===== config.mk =====
export PLATFORM = sky130hd
export DESIGN_NAME = factor_check_seq
export DESIGN_NICKNAME = d
export VERILOG_FILES = /design/src/rtl/factor_pkg.sv /design/src/rtl/factor_mac_step.sv /design/src/rtl/factor_check_seq.sv
export SDC_FILE = /design/constraint.sdc
export NUM_CORES = 1
export LEC_CHECK = 0
export ABC_AREA = 0
export BUFFER_PORTS_ARGS = -buffer_cell sky130_fd_sc_hd__buf_2
export CAP_MARGIN = 10
export CORE_ASPECT_RATIO = 0.7
export CORE_MARGIN = 2
export CORE_UTILIZATION = 45
export CTS_CLUSTER_DIAMETER = 30
export DETAILED_ROUTE_END_ITERATION = 16
export PLACE_DENSITY = 0.68
export SLEW_MARGIN = 20
export SYNTH_ARGS = -nofsm -noshare
export SYNTH_HDL_FRONTEND = slang
export SYNTH_SLANG_ARGS = --single-unit
export TNS_END_PERCENT = 10

===== constraint.sdc =====
create_clock -name clk -period 2.5 [get_ports clk]
set_input_delay 0.375 -clock clk [delete_from_list [all_inputs] [get_ports clk]]
set_output_delay 0.375 -clock clk [all_outputs]
set_load 0.01 [all_outputs]

===== src/rtl/factor_pkg.sv =====
// Shared types and width helpers for the sequential factorisation checker.
//   state_t   : FSM encoding (S_IDLE, S_RUN, S_DONE)
//   pw_of     : product/target width for a given factor width (2*W)
//   cnt_w_of  : step-counter width for a given factor width ($clog2(W), min 1)
package factor_pkg;

    typedef enum logic [1:0] {
        S_IDLE = 2'd0,
        S_RUN  = 2'd1,
        S_DONE = 2'd2
    } state_t;

    function automatic int pw_of(input int w);
        return 2 * w;
    endfunction

    function automatic int cnt_w_of(input int w);
        return ($clog2(w) < 1) ? 1 : $clog2(w);
    endfunction

endpackage


===== src/rtl/factor_mac_step.sv =====
// One combinational shift-and-add step of the multiplier.
//   acc_i/mcand_i (PW bits), msh_i (W bits)  : current state
//   acc_o/mcand_o (PW bits), msh_o (W bits)  : state after this step
// The multiplicand is pre-zero-extended to PW bits and shifted left at
// most W-1 times, so acc + mcand never overflows PW bits.
module factor_mac_step #(
    parameter int W  = 4,
    parameter int PW = 8
) (
    input  logic [PW-1:0] acc_i,
    input  logic [PW-1:0] mcand_i,
    input  logic [W-1:0]  msh_i,
    output logic [PW-1:0] acc_o,
    output logic [PW-1:0] mcand_o,
    output logic [W-1:0]  msh_o
);

    assign acc_o   = msh_i[0] ? (acc_i + mcand_i) : acc_i;
    assign mcand_o = mcand_i << 1;
    assign msh_o   = msh_i >> 1;

endmodule


===== src/rtl/factor_check_seq.sv =====
// Sequential factorisation checker: multiplies x*y by shift-and-add over
// W cycles and reports whether the product equals target.
//   clk, rst                  : clock, synchronous active-high reset
//   in_valid/in_ready         : request handshake (ready only when IDLE)
//   x, y (W), target (2W)     : request operands
//   out_valid/out_ready       : result handshake, result held until taken
//   out_match, out_product    : comparison result and product (2W)
//   out_aborted               : early-abort flag
// Optional feature macro: FACTOR_CHECK_EARLY_ABORT_EN. When defined, the run
// stops as soon as a partial sum exceeds the target (partial sums only grow),
// giving variable latency; otherwise latency is fixed and out_aborted is 0.
module factor_check_seq
    import factor_pkg::*;
#(
    parameter int W = 4
) (
    input  logic              clk,
    input  logic              rst,
    input  logic              in_valid,
    output logic              in_ready,
    input  logic [W-1:0]      x,
    input  logic [W-1:0]      y,
    input  logic [2*W-1:0]    target,
    output logic              out_valid,
    input  logic              out_ready,
    output logic              out_match,
    output logic [2*W-1:0]    out_product,
    output logic              out_aborted
);

    localparam int PW    = pw_of(W);
    localparam int CNT_W = cnt_w_of(W);

    state_t            state_q;
    logic [CNT_W-1:0]  cnt_q;
    logic [PW-1:0]     acc_q, mcand_q, tgt_q;
    logic [W-1:0]      msh_q;
    logic              out_valid_q, out_match_q, out_aborted_q;
    logic [PW-1:0]     out_product_q;

    logic [PW-1:0]     acc_d, mcand_d;
    logic [W-1:0]      msh_d;
    logic              last_step, abort_now;

    factor_mac_step #(.W(W), .PW(PW)) u_step (
        .acc_i   (acc_q),
        .mcand_i (mcand_q),
        .msh_i   (msh_q),
        .acc_o   (acc_d),
        .mcand_o (mcand_d),
        .msh_o   (msh_d)
    );

    assign last_step = (cnt_q == CNT_W'(W - 1));

`ifdef FACTOR_CHECK_EARLY_ABORT_EN
    assign abort_now = (acc_d > tgt_q);
`else
    assign abort_now = 1'b0;
`endif

    always_ff @(posedge clk) begin
        if (rst) begin
            state_q       <= S_IDLE;
            cnt_q         <= '0;
            acc_q         <= '0;
            mcand_q       <= '0;
            msh_q         <= '0;
            tgt_q         <= '0;
            out_valid_q   <= 1'b0;
            out_match_q   <= 1'b0;
            out_aborted_q <= 1'b0;
            out_product_q <= '0;
        end else begin
            case (state_q)
                S_IDLE: begin
                    if (in_valid) begin
                        mcand_q <= PW'(x);
                        msh_q   <= y;
                        tgt_q   <= target;
                        acc_q   <= '0;
                        cnt_q   <= '0;
                        state_q <= S_RUN;
                    end
                end
                S_RUN: begin
                    acc_q   <= acc_d;
                    mcand_q <= mcand_d;
                    msh_q   <= msh_d;
                    cnt_q   <= cnt_q + 1'b1;
                    // Abort wins over normal completion: once acc_d > tgt
                    // the product can only be larger, so there is no match.
                    if (abort_now || last_step) begin
                        state_q       <= S_DONE;
                        out_valid_q   <= 1'b1;
                        out_product_q <= acc_d;
                        out_match_q   <= !abort_now && (acc_d == tgt_q);
                        out_aborted_q <= abort_now;
                    end
                end
                S_DONE: begin
                    if (out_ready) begin
                        out_valid_q <= 1'b0;
                        state_q     <= S_IDLE;
                    end
                end
                default: state_q <= S_IDLE;
            endcase
        end
    end

    assign in_ready    = (state_q == S_IDLE);
    assign out_valid   = out_valid_q;
    assign out_match   = out_match_q;
    assign out_product = out_product_q;
    assign out_aborted = out_aborted_q;

endmodule


==> flow_summary.json <==
{
  "die_h_um": 62.8,
  "cp-end-kind": "register",
  "finalCriticalPeriod_ns": 2.26,
  "wl_met3_um": 421,
  "arrival_ns": 2.49,
  "ir_drop_v": 0.000307,
  "clock-sinks": 42,
  "sequentialPowerShare_pct": 49.8,
  "grt_usage_pct": 20.2,
  "start_kind": "register",
  "r2r_slack_ns": 0.24,
  "routed_wl_um": 5130,
  "setup_tns_ns": 0,
  "avgSynthCellArea_um2": 8.15,
  "io_buffers": 30,
  "cts_made_buffers": 5,
  "cp.depth": 8,
  "clkSlewWorstSetupHoldPaths_ns": 0.08,
  "power.total_mw": 1.45,
  "max_freq_ghz": 0.443,
  "post-route-util_pct": 53.2,
  "critPathBufInv": 0,
  "p_clk_share_pct": 37.2,
  "ys_seq_area_share_pct": 37.8,
  "ctsHoldBuffers": 0,
  "fin_nets": 328,
  "area_growth_pct": 14.4,
  "slew_headroom_pct": 55.7,
  "reg2reg_to": "out_match",
  "cp_top_family": "simple AND/OR/NAND/NOR gates",
  "finalCritPeriodShare_pct": 90.3,
  "grt_max_degree": 32,
  "worst_path_most_repeated_cell": "nand3_1",
  "rows": 21,
  "vias_per_cell": 5.31,
  "htreeDepth": 2,
  "core_mm2": 0.00478,
  "crit_end": "out_match",
  "cts_root_buf": "clkbuf_8",
  "place_ws_ns": 0.255,
  "r2r_cells": 8,
  "swShare_pct": 24.8,
  "wl_per_cell_um": 13.9,
  "drcViolationCount": 0,
  "ys_warn_count": 0,
  "wl_met1_um": 2580,
  "hp-class": "in -> reg",
  "antenna_found_initial": 0,
  "drive_above_1_share_pct": 17.7,
  "highest_layer": "met4",
  "gp_routability_congestion": 0.917,
  "netlist_instances": 273,
  "syn_area_mm2": 0.00223,
  "yosysUniqueCellTypes": 52,
  "cts_tree": "built",
  "ys.flop_type": "dfxtp_1",
  "clock_skew_ns": 0.00623,
  "worst_slack_ns": 0.242,
  "path_max_fanout": 4,
  "ys_seq_elements": 42,
  "max-cap-violations": 0,
  "clock_path_buffers": 2,
  "drtIter0Drc": 110,
  "path_class": "reg -> reg",
  "r2r-start": "acc_q[0]",
  "grt_pass1_vias": 1751,
  "finalHoldViolCount": 0,
  "wl_met2_um": 2050,
  "p_per_area_mw_per_mm2": 569,
  "antenna_cells": 0,
  "synth-async-reset-ratio_pct": 0,
  "power.switching_mw": 0.360,
  "rsz0062_at_grt": "no",
  "cp.required_ns": 2.73,
  "ant_nets": 0,
  "start_util_pct": 46.5,
  "path_cells": "ha_1 -> fa_1 -> a211oi_1 -> or4_1 -> nand3_1 -> or3_1 -> nand3_1 -> a31o_1",
  "synth_nets": 302,
  "num_vias": 1955,
  "status": "finished clean",
  "max_stage_delay_ns": 0.42,
  "num_io_pins": 32,
  "grt_overflow_total": 0,
  "cp_slowest_cell": "fa_1",
  "grt_pass1_wl_um": 8740,
  "post_cts_resize_count": 0,
  "cts_setup_buffers": 0,
  "worst_skew_pair.late_latency_ns": 0.29,
  "tightestPinTransition_ns": 0.664,
  "crit_start": "acc_q[0]",
  "dp_hpwl_um": 3810,
  "p_leak_nw": 1.01,
  "first_pass_iters": 4,
  "synth_edf_count": 0,
  "drv_slew": 0,
  "combPwrFrac_pct": 13.0,
  "intPower_mw": 1.09,
  "die_w_um": 88.1,
  "setup_viol": 0,
  "fillers": 481,
  "dieArea_mm2": 0.00553
}
[metal layers]
metal	global-route usage, %	vias to the layer above
met2	27.2	67
met4	6.82	0
met5	0	-
met3	6.87	11
met1	29.7	858
li1	-	1019
[registers in the layout (all words and copies together), names as in the netlist]
signal / count
tgt_q: 8
out_match: 1
cnt_q: 2
out_valid: 1
msh_q: 4
mcand_q: 8
acc_q: 8
state_q: 2
out_product: 8
[worst min-delay path by stage]
stage / from / to / slack, ns / cells past startpoint
6_report: target[7] / tgt_q[7] / 0.32 / 3
5_1_grt: target[7] / tgt_q[7] / 0.32 / 3
4_1_cts: target[3] / tgt_q[3] / 0.31 / 3
3_5_place_dp: out_product[5] / out_product[5] / 0.45 / 2
3_3_place_gp: out_product[5] / out_product[5] / 0.44 / 2
2_1_floorplan: tgt_q[2] / tgt_q[2] / 0.45 / 2
[cell usage after synthesis, drive strengths merged, types with 2 or more instances]
master | count | area (µm²)
a32oi | 2 | 17.5
nand3 | 12 | 60.1
o21ai | 6 | 30.0
or3 | 2 | 12.5
nor4 | 3 | 37.5
dfxtp | 42 | 841
nor2b | 2 | 12.5
a21oi | 29 | 145
buf | 4 | 28.8
xnor2 | 6 | 52.6
nor3 | 3 | 20.0
nor2 | 30 | 113
ha | 8 | 100
a31oi | 3 | 18.8
clkbuf | 14 | 52.6
a311oi | 6 | 52.6
and2 | 2 | 12.5
inv | 2 | 7.51
mux2i | 4 | 43.8
nor3b | 3 | 27.5
a211oi | 9 | 77.6
nand2 | 46 | 173
o211ai | 2 | 15.0
nand2b | 4 | 25.0
and3 | 2 | 12.5
xor2 | 7 | 61.3
[area by class of cell]
class                   count  area [µm²]  share of cell area (%)
multi-input cells         211        1300                    50.9
flip-flops and latches     42         841                    33.0
repair buffers             37         203                    7.96
well taps                  69        86.3                    3.39
clock buffers               6        82.6                    3.24
clock inverters             1        30.0                    1.18
inverters                   2        7.51                   0.295
[worst reg2reg max path, cell delays in order, from the launching register on]
cell and delay (ns):
dfxtp_1 0.33, ha_1 0.22, fa_1 0.42, a211oi_1 0.41, or4_1 0.21, nand3_1 0.07, or3_1 0.31, nand3_1 0.09
a31o_1 0.13
[cells by family after synthesis]
family | synth area share (%)
compound gates | 19.1
xor+xnor | 5.12
fa+ha+maj | 5.40
buf+inv | 3.99
flops | 37.8
mux | 2.47
other cells | 0.168
simple gates | 26.0
[power groups by stage]
stage               combinational, mW  clock [mW]  sequential [mW]
floorplan                       0.142           0            0.727
global placement                0.187           0            0.737
detailed placement              0.188           0            0.738
CTS                             0.189       0.557            0.722
global route                    0.212       0.593            0.725
finish                          0.189       0.540            0.721
[layout by cell type, fill, tap and decap left out, drive strengths merged, types with 3 or more instances in the layout]
cell type and instances:
a211oi 9, a21oi 29, a311oi 6, a31oi 3, buf 37, clkbuf 6, dfxtp 42, ha 8
mux2i 4, nand2 46, nand2b 4, nand3 12, nor2 30, nor3 3, nor3b 3, nor4 3
o21ai 6, xnor2 6, xor2 7
[per-stage QoR]
step / instance area (µm²) / hold WS [ns] / instances
global placement: 2430 / 0.439 / 361
global route: 2550 / 0.322 / 368
CTS: 2550 / 0.314 / 368
detailed placement: 2430 / 0.445 / 361
floorplan: 2230 / 0.448 / 273
finish: 2550 / 0.319 / 368
Note: power is estimated with default switching activity, not from simulation.
